$ cat src/rtl/interrupt_controller.sv
// Interrupt controller: IF/IE/IME registers, fixed-priority source selection
// and the request/acknowledge handshake with the control sequencer.
module interrupt_controller #(
    parameter int unsigned NUM_SRC  = 5,
    parameter logic [15:0] VEC_BASE = 16'h0040
) (
    input  logic               clk,
    input  logic               rst,
    input  logic [NUM_SRC-1:0] irq_in,
    input  logic [15:0]        bus_addr,
    input  logic               bus_wr,
    input  logic               bus_rd,
    input  logic [7:0]         bus_wdata,
    output logic [7:0]         bus_rdata,
    output logic               bus_sel,
    input  logic               ei,
    input  logic               di,
    input  logic               reti,
    input  logic               instr_done,
    input  logic               int_ack,
    input  logic               dispatch_done,
    output logic               int_req,
    output logic [15:0]        int_vector,
    output logic               wake,
    output logic               ime_out,
    output logic [NUM_SRC-1:0] if_out,
    output logic [7:0]         ie_out
);

    typedef enum logic {IDLE, BUSY} state_t;

    state_t             state, state_nxt;
    logic [NUM_SRC-1:0] if_reg, if_nxt;
    logic [7:0]         ie_reg, ie_nxt;
    logic               ime, ime_nxt;
    logic               ei_pending, ei_pending_nxt;
    logic [15:0]        vec_reg, vec_nxt;

    logic [NUM_SRC-1:0] pend;
    logic [NUM_SRC-1:0] clr_mask;
    logic [15:0]        vec_sel;
    logic               found;
    logic               ack;
    logic               sel_if, sel_ie;
    logic [7:0]         rd_if;

    assign sel_if  = (bus_addr == 16'hFF0F);
    assign sel_ie  = (bus_addr == 16'hFFFF);
    assign bus_sel = sel_if | sel_ie;

    assign pend    = if_reg & ie_reg[NUM_SRC-1:0];
    assign wake    = |pend;
    assign int_req = ime & (|pend) & (state == IDLE);
    assign ack     = int_ack & (state == IDLE);

    // Lowest pending index wins; an empty pend yields a zero vector and no clear.
    always_comb begin
        found    = 1'b0;
        clr_mask = '0;
        vec_sel  = '0;
        for (int unsigned i = 0; i < NUM_SRC; i++) begin
            if (pend[i] && !found) begin
                found       = 1'b1;
                clr_mask[i] = 1'b1;
                vec_sel     = VEC_BASE + 16'(i << 3);
            end
        end
    end

    always_comb begin
        rd_if = '1;
        rd_if[NUM_SRC-1:0] = if_reg;
        bus_rdata = '0;
        if (bus_rd && sel_if)
            bus_rdata = rd_if;
        else if (bus_rd && sel_ie)
            bus_rdata = ie_reg;
    end

    always_comb begin
        state_nxt      = state;
        if_nxt         = if_reg;
        ie_nxt         = ie_reg;
        ime_nxt        = ime;
        ei_pending_nxt = ei_pending;
        vec_nxt        = vec_reg;

        if (bus_wr && sel_if)
            if_nxt = bus_wdata[NUM_SRC-1:0];
        if (bus_wr && sel_ie)
            ie_nxt = bus_wdata;
        if (ack)
            if_nxt = if_nxt & ~clr_mask;
        if_nxt = if_nxt | irq_in;

        // Lowest priority first so that reti, di and acknowledge override in turn.
        if (ei_pending && instr_done && !ei) begin
            ime_nxt        = 1'b1;
            ei_pending_nxt = 1'b0;
        end
        if (ei)
            ei_pending_nxt = 1'b1;
        if (reti) begin
            ime_nxt        = 1'b1;
            ei_pending_nxt = 1'b0;
        end
        if (di || ack) begin
            ime_nxt        = 1'b0;
            ei_pending_nxt = 1'b0;
        end

        case (state)
            IDLE: if (int_ack) begin
                state_nxt = BUSY;
                vec_nxt   = found ? vec_sel : 16'h0000;
            end
            BUSY: if (dispatch_done)
                state_nxt = IDLE;
            default: state_nxt = IDLE;
        endcase
    end

    always_ff @(posedge clk) begin
        if (rst) begin
            state      <= IDLE;
            if_reg     <= '0;
            ie_reg     <= '0;
            ime        <= 1'b0;
            ei_pending <= 1'b0;
            vec_reg    <= '0;
        end else begin
            state      <= state_nxt;
            if_reg     <= if_nxt;
            ie_reg     <= ie_nxt;
            ime        <= ime_nxt;
            ei_pending <= ei_pending_nxt;
            vec_reg    <= vec_nxt;
        end
    end

    assign int_vector = vec_reg;
    assign ime_out    = ime;
    assign if_out     = if_reg;
    assign ie_out     = ie_reg;

endmodule

$ cat config.mk
export PLATFORM = sky130hd
export DESIGN_NAME = interrupt_controller
export DESIGN_NICKNAME = d
export VERILOG_FILES = /design/src/rtl/interrupt_controller.sv
export SDC_FILE = /design/constraint.sdc
export NUM_CORES = 1
export LEC_CHECK = 0
export CORE_UTILIZATION = 32
export DETAILED_ROUTE_END_ITERATION = 6
export HOLD_SLACK_MARGIN = 0.15
export PLACE_DENSITY = 0.8
export SETUP_SLACK_MARGIN = 0.5
export SYNTH_ARGS = -nofsm -noshare
export SYNTH_HDL_FRONTEND = slang
export SYNTH_SLANG_ARGS = --single-unit
$ cat constraint.sdc
create_clock -name clk -period 2.6 [get_ports clk]
set_clock_uncertainty 0.1 [all_clocks]
set_input_delay 0.65 -clock clk [delete_from_list [all_inputs] [get_ports clk]]
set_output_delay 0.65 -clock clk [all_outputs]
set_load 0.01 [all_outputs]
==> results of run 1 <==
layer usage:
| layer | track usage, % | part of all wire [%] |
|---|---|---|
| met3 | 5.29 | 7.0 |
| met1 | 25.7 | 40 |
| met2 | 39.0 | 50 |
| met5 | 0 | 0 |
| met4 | 10.8 | 3.2 |
cells by family after synthesis:
group                  Yosys count  share of synthesized area (%)
buffers and inverters           23                           12.0
and+or+nand+nor                 57                           26.8
other                            1                          0.318
DFF                             20                           34.0
AOI/OAI and AO/OA               44                           27.0
repair_timing:
| action | in CTS | in global routing |
|---|---|---|
| setup endpoints to repair | 24 | 17 |
| cloned | 1 | 0 |
| setup buffers | 7 | 2 |
| pin swaps | 15 | 4 |
| resized for setup | 98 | 12 |
power by group through the flow:
| stage | registers (mW) | clock network, mW | logic (mW) |
|---|---|---|---|
| final | 0.326 | 0.198 | 0.168 |
| after global routing | 0.327 | 0.215 | 0.179 |
| after CTS | 0.324 | 0.204 | 0.151 |
| after detailed placement | 0.332 | 0 | 0.153 |
| after global placement | 0.332 | 0 | 0.151 |
| after floorplan | 0.338 | 0 | 0.0586 |
cells in the final DEF, fill, tap and decap left out, types with 3 or more instances in the layout:
cell type / count
a21o_1: 3
a21oi_1: 11
a22o_1: 5
buf_2: 16
buf_4: 24
buf_6: 6
clkbuf_8: 3
clkdlybuf4s50_1: 40
conb_1: 12
dfxtp_1: 17
dlygate4sd2_1: 8
inv_1: 4
nand2_1: 13
nand3_1: 14
nand4_1: 6
nor2b_1: 3
o2111ai_4: 3
o21ai_0: 8
or4_4: 3
through the flow:
stage                     setup WS, ps  total power [mW]  setup TNS (ps)  hold WS, ps  util, %
after floorplan                   49.1             0.397               0          371        -
after global placement            -946             0.482           -9250          350     58.9
after detailed placement         -1020             0.484          -10010          365     58.9
after CTS                         -281             0.680           -2060          374     60.9
after global routing              -358             0.721           -2760          423     64.1
final                             -333             0.691           -2570          379     64.1
state kept, by name, indices dropped and copies added, names as in the netlist:
signal,cells
ie_out,8
state,1
ei_pending,1
ime_out,1
if_out,5
int_vector,4
path summary, 6_finish.rpt:
path	startpoint	endpoint	cells past startpoint	slack [ps]
worst max-delay path	bus_addr[7]	bus_rdata[4]	7	-330
worst min register to register	int_vector[5]$_SDFFE_PP0P_	int_vector[5]$_SDFFE_PP0P_	2	380
worst min-delay path	int_vector[5]$_SDFFE_PP0P_	int_vector[5]$_SDFFE_PP0P_	2	380
worst max register to register	ie_out[2]$_SDFFE_PP0P_	if_out[4]$_SDFF_PP0_	5	930
critical path: stages:
cell and delay, ps:
buf_6 90, or4_4 550, nor4_4 290, and2_4 210, buf_12 120, a22o_1 140, buf_2 130
area by class of cell:
class	instances	area (um^2)
inverter	5	18.8
clock buffer	3	41.3
sequential	20	407
fill	308	1240
tap	46	57.6
multi-input combinational	114	853
timing repair buffer	96	828
==> impl_metrics.prom, run 1 <==
# TYPE chip_impl_metric gauge
chip_impl_metric{name="place.detailed.hpwl",unit="mm"} 2.98
chip_impl_info{name="hold_path.class",value="reg -> reg"} 1
chip_impl_info{name="cts_tree",value="yes"} 1
chip_impl_info{name="failing_checks",value="negative setup slack"} 1
chip_impl_metric{name="global_route_wire_length_before_repair",unit="mm"} 6.88
chip_impl_metric{name="cts-hold-fix-buffers",unit=""} 0
chip_impl_metric{name="placedInstanceArea",unit="um^2"} 2030
chip_impl_metric{name="power_frac_seq",unit="%"} 47.1
chip_impl_metric{name="synthesis.instances",unit=""} 145
chip_impl_metric{name="final_antenna_net_count",unit=""} 0
chip_impl_metric{name="n_antenna_cell",unit=""} 0
chip_impl_metric{name="die_area",unit="um^2"} 3930
chip_impl_metric{name="cp_max_fo",unit=""} 8
chip_impl_metric{name="design_area",unit="um^2"} 2210
chip_impl_metric{name="p_clk_share",unit="%"} 28.7
chip_impl_metric{name="syn-mean-instance-area",unit="um^2"} 8.13
chip_impl_metric{name="yosys_warnings",unit=""} 0
chip_impl_info{name="grt_setup_unrepaired",value="yes"} 1
chip_impl_metric{name="slew_violations",unit=""} 0
chip_impl_info{name="synth_top_flop_cell",value="dfxtp_1"} 1
chip_impl_metric{name="final_cells",unit=""} 284
chip_impl_info{name="yosys.area.top_type",value="dfxtp_1"} 1
chip_impl_metric{name="dr.pass1.iters",unit=""} 4
chip_impl_info{name="clk_root_buffer_cell",value="clkbuf_8"} 1
chip_impl_metric{name="cts.sink_count",unit=""} 20
chip_impl_metric{name="slew_headroom",unit="%"} 63.6
chip_impl_metric{name="die_height",unit="um"} 62.7
chip_impl_metric{name="clkTransAtPathRegs",unit="ps"} 60
chip_impl_metric{name="final_layout_size_suffix_gt1_share",unit="%"} 31.1
chip_impl_metric{name="p_leak",unit="nW"} 0.896
chip_impl_metric{name="route.detailed.drc",unit=""} 0
chip_impl_metric{name="wp_data_arrival",unit="ps"} 2180
chip_impl_metric{name="overflow",unit=""} 0
chip_impl_metric{name="timing.max_cap.violations",unit=""} 0
chip_impl_metric{name="drt_iter0_markers",unit=""} 43
chip_impl_metric{name="wl_per_cell",unit="um"} 15.8
chip_impl_metric{name="hold_viol_final",unit=""} 0
chip_impl_metric{name="floorplan.io_pins",unit=""} 80
chip_impl_metric{name="power.density_cell_area",unit="nW/um^2"} 313
chip_impl_info{name="synth_commonest_cells",value="20 x dfxtp_1, 14 x nand3_1, 13 x nand2_1"} 1
chip_impl_metric{name="cts_htree_levels",unit=""} 1
chip_impl_metric{name="clock_insertion_delay_worst_skew",unit="ps"} 260
chip_impl_metric{name="final-setup-viol-count",unit=""} 9
chip_impl_info{name="timing.critical_path.to_type",value="primary output"} 1
chip_impl_info{name="critical_path_class",value="in -> out"} 1
chip_impl_metric{name="power_switching",unit="mW"} 0.180
chip_impl_metric{name="fin_crit",unit="ps"} 2930
chip_impl_metric{name="synthDistinctLibCells",unit=""} 39
chip_impl_metric{name="placement_rows",unit=""} 21
chip_impl_metric{name="core",unit="um^2"} 3440
chip_impl_metric{name="switching_share",unit="%"} 26.1
chip_impl_metric{name="max_freq",unit="MHz"} 341
chip_impl_info{name="synth_most_common_cell",value="dfxtp_1"} 1
chip_impl_metric{name="final_min_period_over_clock_period",unit="%"} 113
chip_impl_metric{name="areaGrowthSynthToFinish",unit="%"} 87.2
chip_impl_metric{name="netlist_area",unit="um^2"} 1180
chip_impl_info{name="synth_top_area_cells",value="dfxtp_1 34%, buf_4 7.6%, nand3_1 5.9%"} 1
chip_impl_metric{name="chipWidth",unit="um"} 62.7
chip_impl_metric{name="first_global_vias",unit=""} 1488
chip_impl_metric{name="num_vias",unit=""} 1528
chip_impl_info{name="outcome",value="finished with violations"} 1
chip_impl_metric{name="least_margin_pin_slew",unit="ps"} 545
chip_impl_metric{name="initial_core_util",unit="%"} 34.2
chip_impl_metric{name="clock_tree.buffer_depth",unit=""} 2
chip_impl_metric{name="async_reset_ff_share",unit="%"} 0
chip_impl_metric{name="maximum_number_of_pins_on_one_net_before_global_route_repair",unit=""} 17
chip_impl_metric{name="vdd_ir_drop_max",unit="mV"} 0.211
chip_impl_info{name="critPathLaunchType",value="primary input"} 1
chip_impl_metric{name="initial_antenna_violation_count",unit=""} 0
chip_impl_metric{name="synth_seq_cells",unit=""} 20
chip_impl_metric{name="area_fraction_of_the_dominant_cell_type_after_synthesis",unit="%"} 34.0
chip_impl_metric{name="critPathRequiredTime",unit="ps"} 1850
chip_impl_metric{name="power_internal",unit="mW"} 0.511
chip_impl_metric{name="routed_wl",unit="mm"} 4.50
chip_impl_metric{name="postLayoutSetupSlackWorst",unit="ps"} -333
chip_impl_metric{name="via_per_inst",unit=""} 5.38
chip_impl_metric{name="finalNetCount",unit=""} 279
chip_impl_metric{name="io_buffers",unit=""} 67
chip_impl_metric{name="global_route_usage_over_all_layers",unit="%"} 22.5
chip_impl_metric{name="placed_cells_incl_taps",unit=""} 271
chip_impl_metric{name="routabilityCongestion",unit=""} 0.838
chip_impl_metric{name="pwr-share-comb",unit="%"} 24.2
chip_impl_metric{name="synth_enable_flop_cells",unit=""} 0
chip_impl_metric{name="synth_sequential_area_ratio",unit="%"} 34.0
chip_impl_metric{name="cts_buffers",unit=""} 3
Note: power is estimated with default switching activity, not from simulation.
==> inputs of run 2 (changes only) <==
- CAP_MARGIN: unset -> 20
- CORE_UTILIZATION: 32 -> 38
- MAX_ROUTING_LAYER: unset -> met4
- PLACE_DENSITY: 0.8 -> 0.88
- clock period: 2.6 -> 3.61 ns (I/O delays scaled with it)
==> run 2 against run 1 <==
The flow finishes with violations (design-rule violations). Non-clock buffer count down 15. Utilization grew 5.3 points. Die area fell by 15%. Critical path depth is the same. Largest power group unchanged. Via count fell by 6.5%. Highest routed layer unchanged. Global-route usage rose by 0.80 points. Wire length shrank 14%. Worst hold slack worse by 8.7 ps.
==> impl_metrics.prom, run 2 (same netlist as run 1, synthesis figures left out) <==
# TYPE chip_impl_metric gauge
chip_impl_metric{name="routed_wl",unit="mm"} 3.88
chip_impl_info{name="mostFrequentLayoutCell",value="clkdlybuf4s50_1"} 1
chip_impl_info{name="outcome",value="finished with violations"} 1
chip_impl_metric{name="die_height",unit="um"} 57.7
chip_impl_metric{name="initial_antenna_violation_count",unit=""} 0
chip_impl_metric{name="initial_core_util",unit="%"} 41.3
chip_impl_metric{name="n_fill_cell",unit=""} 226
chip_impl_info{name="critical_path_class",value="in -> out"} 1
chip_impl_metric{name="fin_crit",unit="ps"} 3330
chip_impl_metric{name="final_layout_size_suffix_gt1_share",unit="%"} 19.3
chip_impl_metric{name="core",unit="um^2"} 2850
chip_impl_info{name="path_cells",value="buf_6 > or4_4 > nor4_4 > and2_4 > buf_6 > a22o_1 > buf_2"} 1
chip_impl_metric{name="p_leak",unit="nW"} 0.814
chip_impl_metric{name="wl_per_cell",unit="um"} 15.3
chip_impl_metric{name="r2r_slack",unit="ps"} 2000
chip_impl_metric{name="clock_insertion_delay_worst_skew",unit="ps"} 310
chip_impl_info{name="timing.critical_path.mode_cell",value="buf_6"} 1
chip_impl_metric{name="cts-hold-fix-buffers",unit=""} 0
chip_impl_metric{name="vdd_ir_drop_max",unit="mV"} 0.192
chip_impl_metric{name="postLayoutSetupSlackWorst",unit="ps"} 285
chip_impl_metric{name="multi_input_comb_area",unit="um^2"} 742
chip_impl_metric{name="critPathBufInv",unit=""} 3
chip_impl_metric{name="cts.sink_count",unit=""} 20
chip_impl_metric{name="placedInstanceArea",unit="um^2"} 1900
chip_impl_metric{name="chipWidth",unit="um"} 57.7
chip_impl_metric{name="cp_max_fo",unit=""} 5
chip_impl_metric{name="clkTransAtPathRegs",unit="ps"} 100
chip_impl_metric{name="routabilityCongestion",unit=""} 0.903
chip_impl_metric{name="dr.pass1.iters",unit=""} 6
chip_impl_metric{name="design_area",unit="um^2"} 1980
chip_impl_metric{name="global_route_wire_length_before_repair",unit="mm"} 5.89
chip_impl_info{name="reg2reg_capture_point",value="if_out[4]$_SDFF_PP0_"} 1
chip_impl_metric{name="max_freq",unit="MHz"} 301
chip_impl_info{name="critPathLaunchType",value="primary input"} 1
chip_impl_metric{name="num_vias",unit=""} 1429
chip_impl_metric{name="via_per_inst",unit=""} 5.63
chip_impl_info{name="layout_common_cells",value="42 x clkdlybuf4s50_1, 20 x dfxtp_1, 13 x nand2_1, 13 x nand3_1, 13 x buf_4"} 1
chip_impl_metric{name="maximum_number_of_pins_on_one_net_before_global_route_repair",unit=""} 14
chip_impl_info{name="clk_root_buffer_cell",value="clkbuf_4"} 1
chip_impl_info{name="cts_tree",value="yes"} 1
chip_impl_metric{name="n_antenna_cell",unit=""} 0
chip_impl_metric{name="finalNetCount",unit=""} 263
chip_impl_metric{name="critPathRequiredTime",unit="ps"} 2610
chip_impl_metric{name="final-setup-viol-count",unit=""} 0
chip_impl_metric{name="cts_htree_levels",unit=""} 1
chip_impl_metric{name="drt_iter0_markers",unit=""} 72
chip_impl_metric{name="areaGrowthSynthToFinish",unit="%"} 67.9
chip_impl_metric{name="ff_latch_area",unit="um^2"} 400
chip_impl_metric{name="route.detailed.drc",unit=""} 6
chip_impl_info{name="critical-path-slowest-cell",value="or4_4"} 1
chip_impl_info{name="failing_checks",value="design-rule violations"} 1
chip_impl_metric{name="floorplan.io_pins",unit=""} 80
chip_impl_info{name="r2r-start",value="ie_out[2]$_SDFFE_PP0P_"} 1
chip_impl_metric{name="overflow",unit=""} 0
chip_impl_metric{name="global_route_usage_over_all_layers",unit="%"} 23.3
chip_impl_metric{name="power.density_cell_area",unit="nW/um^2"} 235
chip_impl_info{name="launch_instance_of_the_worst_min_delay_path",value="int_vector[5]$_SDFFE_PP0P_"} 1
chip_impl_metric{name="largest_reg_flops",unit=""} 8
chip_impl_metric{name="critical-path-max-stage-delay",unit="ps"} 550
chip_impl_metric{name="worstSetupPathDepth",unit=""} 7
chip_impl_info{name="hold_path.class",value="reg -> reg"} 1
chip_impl_metric{name="ff2ff_path_depth",unit=""} 4
chip_impl_metric{name="dpl_worst_slack",unit="ps"} -496
chip_impl_metric{name="placement_rows",unit=""} 19
chip_impl_metric{name="io_buffers",unit=""} 67
chip_impl_metric{name="wp_data_arrival",unit="ps"} 2320
chip_impl_metric{name="first_global_vias",unit=""} 1279
chip_impl_metric{name="die_area",unit="um^2"} 3330
chip_impl_metric{name="clock_tree.buffer_depth",unit=""} 2
chip_impl_info{name="worst_hold_path.endpoint",value="int_vector[5]$_SDFFE_PP0P_"} 1
chip_impl_metric{name="worstHoldPathCells",unit=""} 2
chip_impl_metric{name="slew_violations",unit=""} 0
chip_impl_info{name="cp_top_family",value="simple AND/OR/NAND/NOR gates"} 1
chip_impl_metric{name="place.detailed.hpwl",unit="mm"} 2.81
chip_impl_metric{name="timing.max_cap.violations",unit=""} 0
chip_impl_info{name="timing.critical_path.to_type",value="primary output"} 1
chip_impl_info{name="grt_setup_unrepaired",value="yes"} 1
chip_impl_metric{name="final_antenna_net_count",unit=""} 0
chip_impl_metric{name="hold_viol_final",unit=""} 0
chip_impl_metric{name="final_min_period_over_clock_period",unit="%"} 92.1
chip_impl_metric{name="cts_buffers",unit=""} 3
-- run 2: changes by cell type in the layout (fill, tap and decap cells not counted), sizes merged --
cell | before | now
buf | 47 | 27
or4 | 3 | 2
clkbuf | 3 | 4
clkdlybuf4s50 | 40 | 42
clkdlybuf4s15 | 1 | 3
dlygate4sd2 | 8 | 5
dlymetal6s2s | 0 | 4
-- run 2: stage by stage --
step	hold slack, ps	power, mW	utilization, %	std cells	TNS (ps)
3_5_place_dp	352	0.339	66.8	248	-4020
5_1_grt	391	0.487	69.4	254	0
6_report	370	0.465	69.4	254	0
4_1_cts	376	0.468	67.2	253	0
2_1_floorplan	371	0.283	-	156	0
3_3_place_gp	346	0.338	66.8	248	-3430
-- run 2: report_power, final --
part / switching, mW / total, mW / internal [mW]
registers: 0.00845 / 0.237 / 0.228
logic: 0.0418 / 0.0984 / 0.0566
clock network: 0.0687 / 0.130 / 0.0616
-- run 2: worst max-delay path by stage --
stage                      start           end  slack (ps)
global placement     bus_addr[4]  bus_rdata[1]        -430
detailed placement   bus_addr[4]  bus_rdata[3]        -500
floorplan           bus_addr[14]  bus_rdata[5]         520
finish               bus_addr[4]  bus_rdata[2]         280
CTS                  bus_addr[7]  bus_rdata[2]         220
global route         bus_addr[4]  bus_rdata[1]         230
-- run 2: metal layers --
layer / track usage (%) / vias to the layer above / wire [um]
li1: - / 686 / -
met3: 4.69 / 11 / 228
met1: 29.1 / 674 / 1640
met4: 8.84 / 0 / 81
met2: 37.2 / 58 / 1940
met5: - / - / 0
-- run 2: final cells by class --
class                      count  area share (%)
sequential                    20            20.2
clock buffer                   4            1.83
tap                           31            1.96
inverter                       5           0.948
timing repair buffer          81            37.5
multi-input combinational    113            37.5
-- run 2: timing repair --
item                       CTS  global route
setup buffers                1             1
setup endpoints to repair    9             9
pin swaps                    8             7
gates resized for setup     67            15
-- run 2: worst register-to-register path, delay by kind of cell (launching register included) --
family             cells  cell delay, ps
DFF                    1             390
and+or+nand+nor        1             260
AOI/OAI and AO/OA      3             740
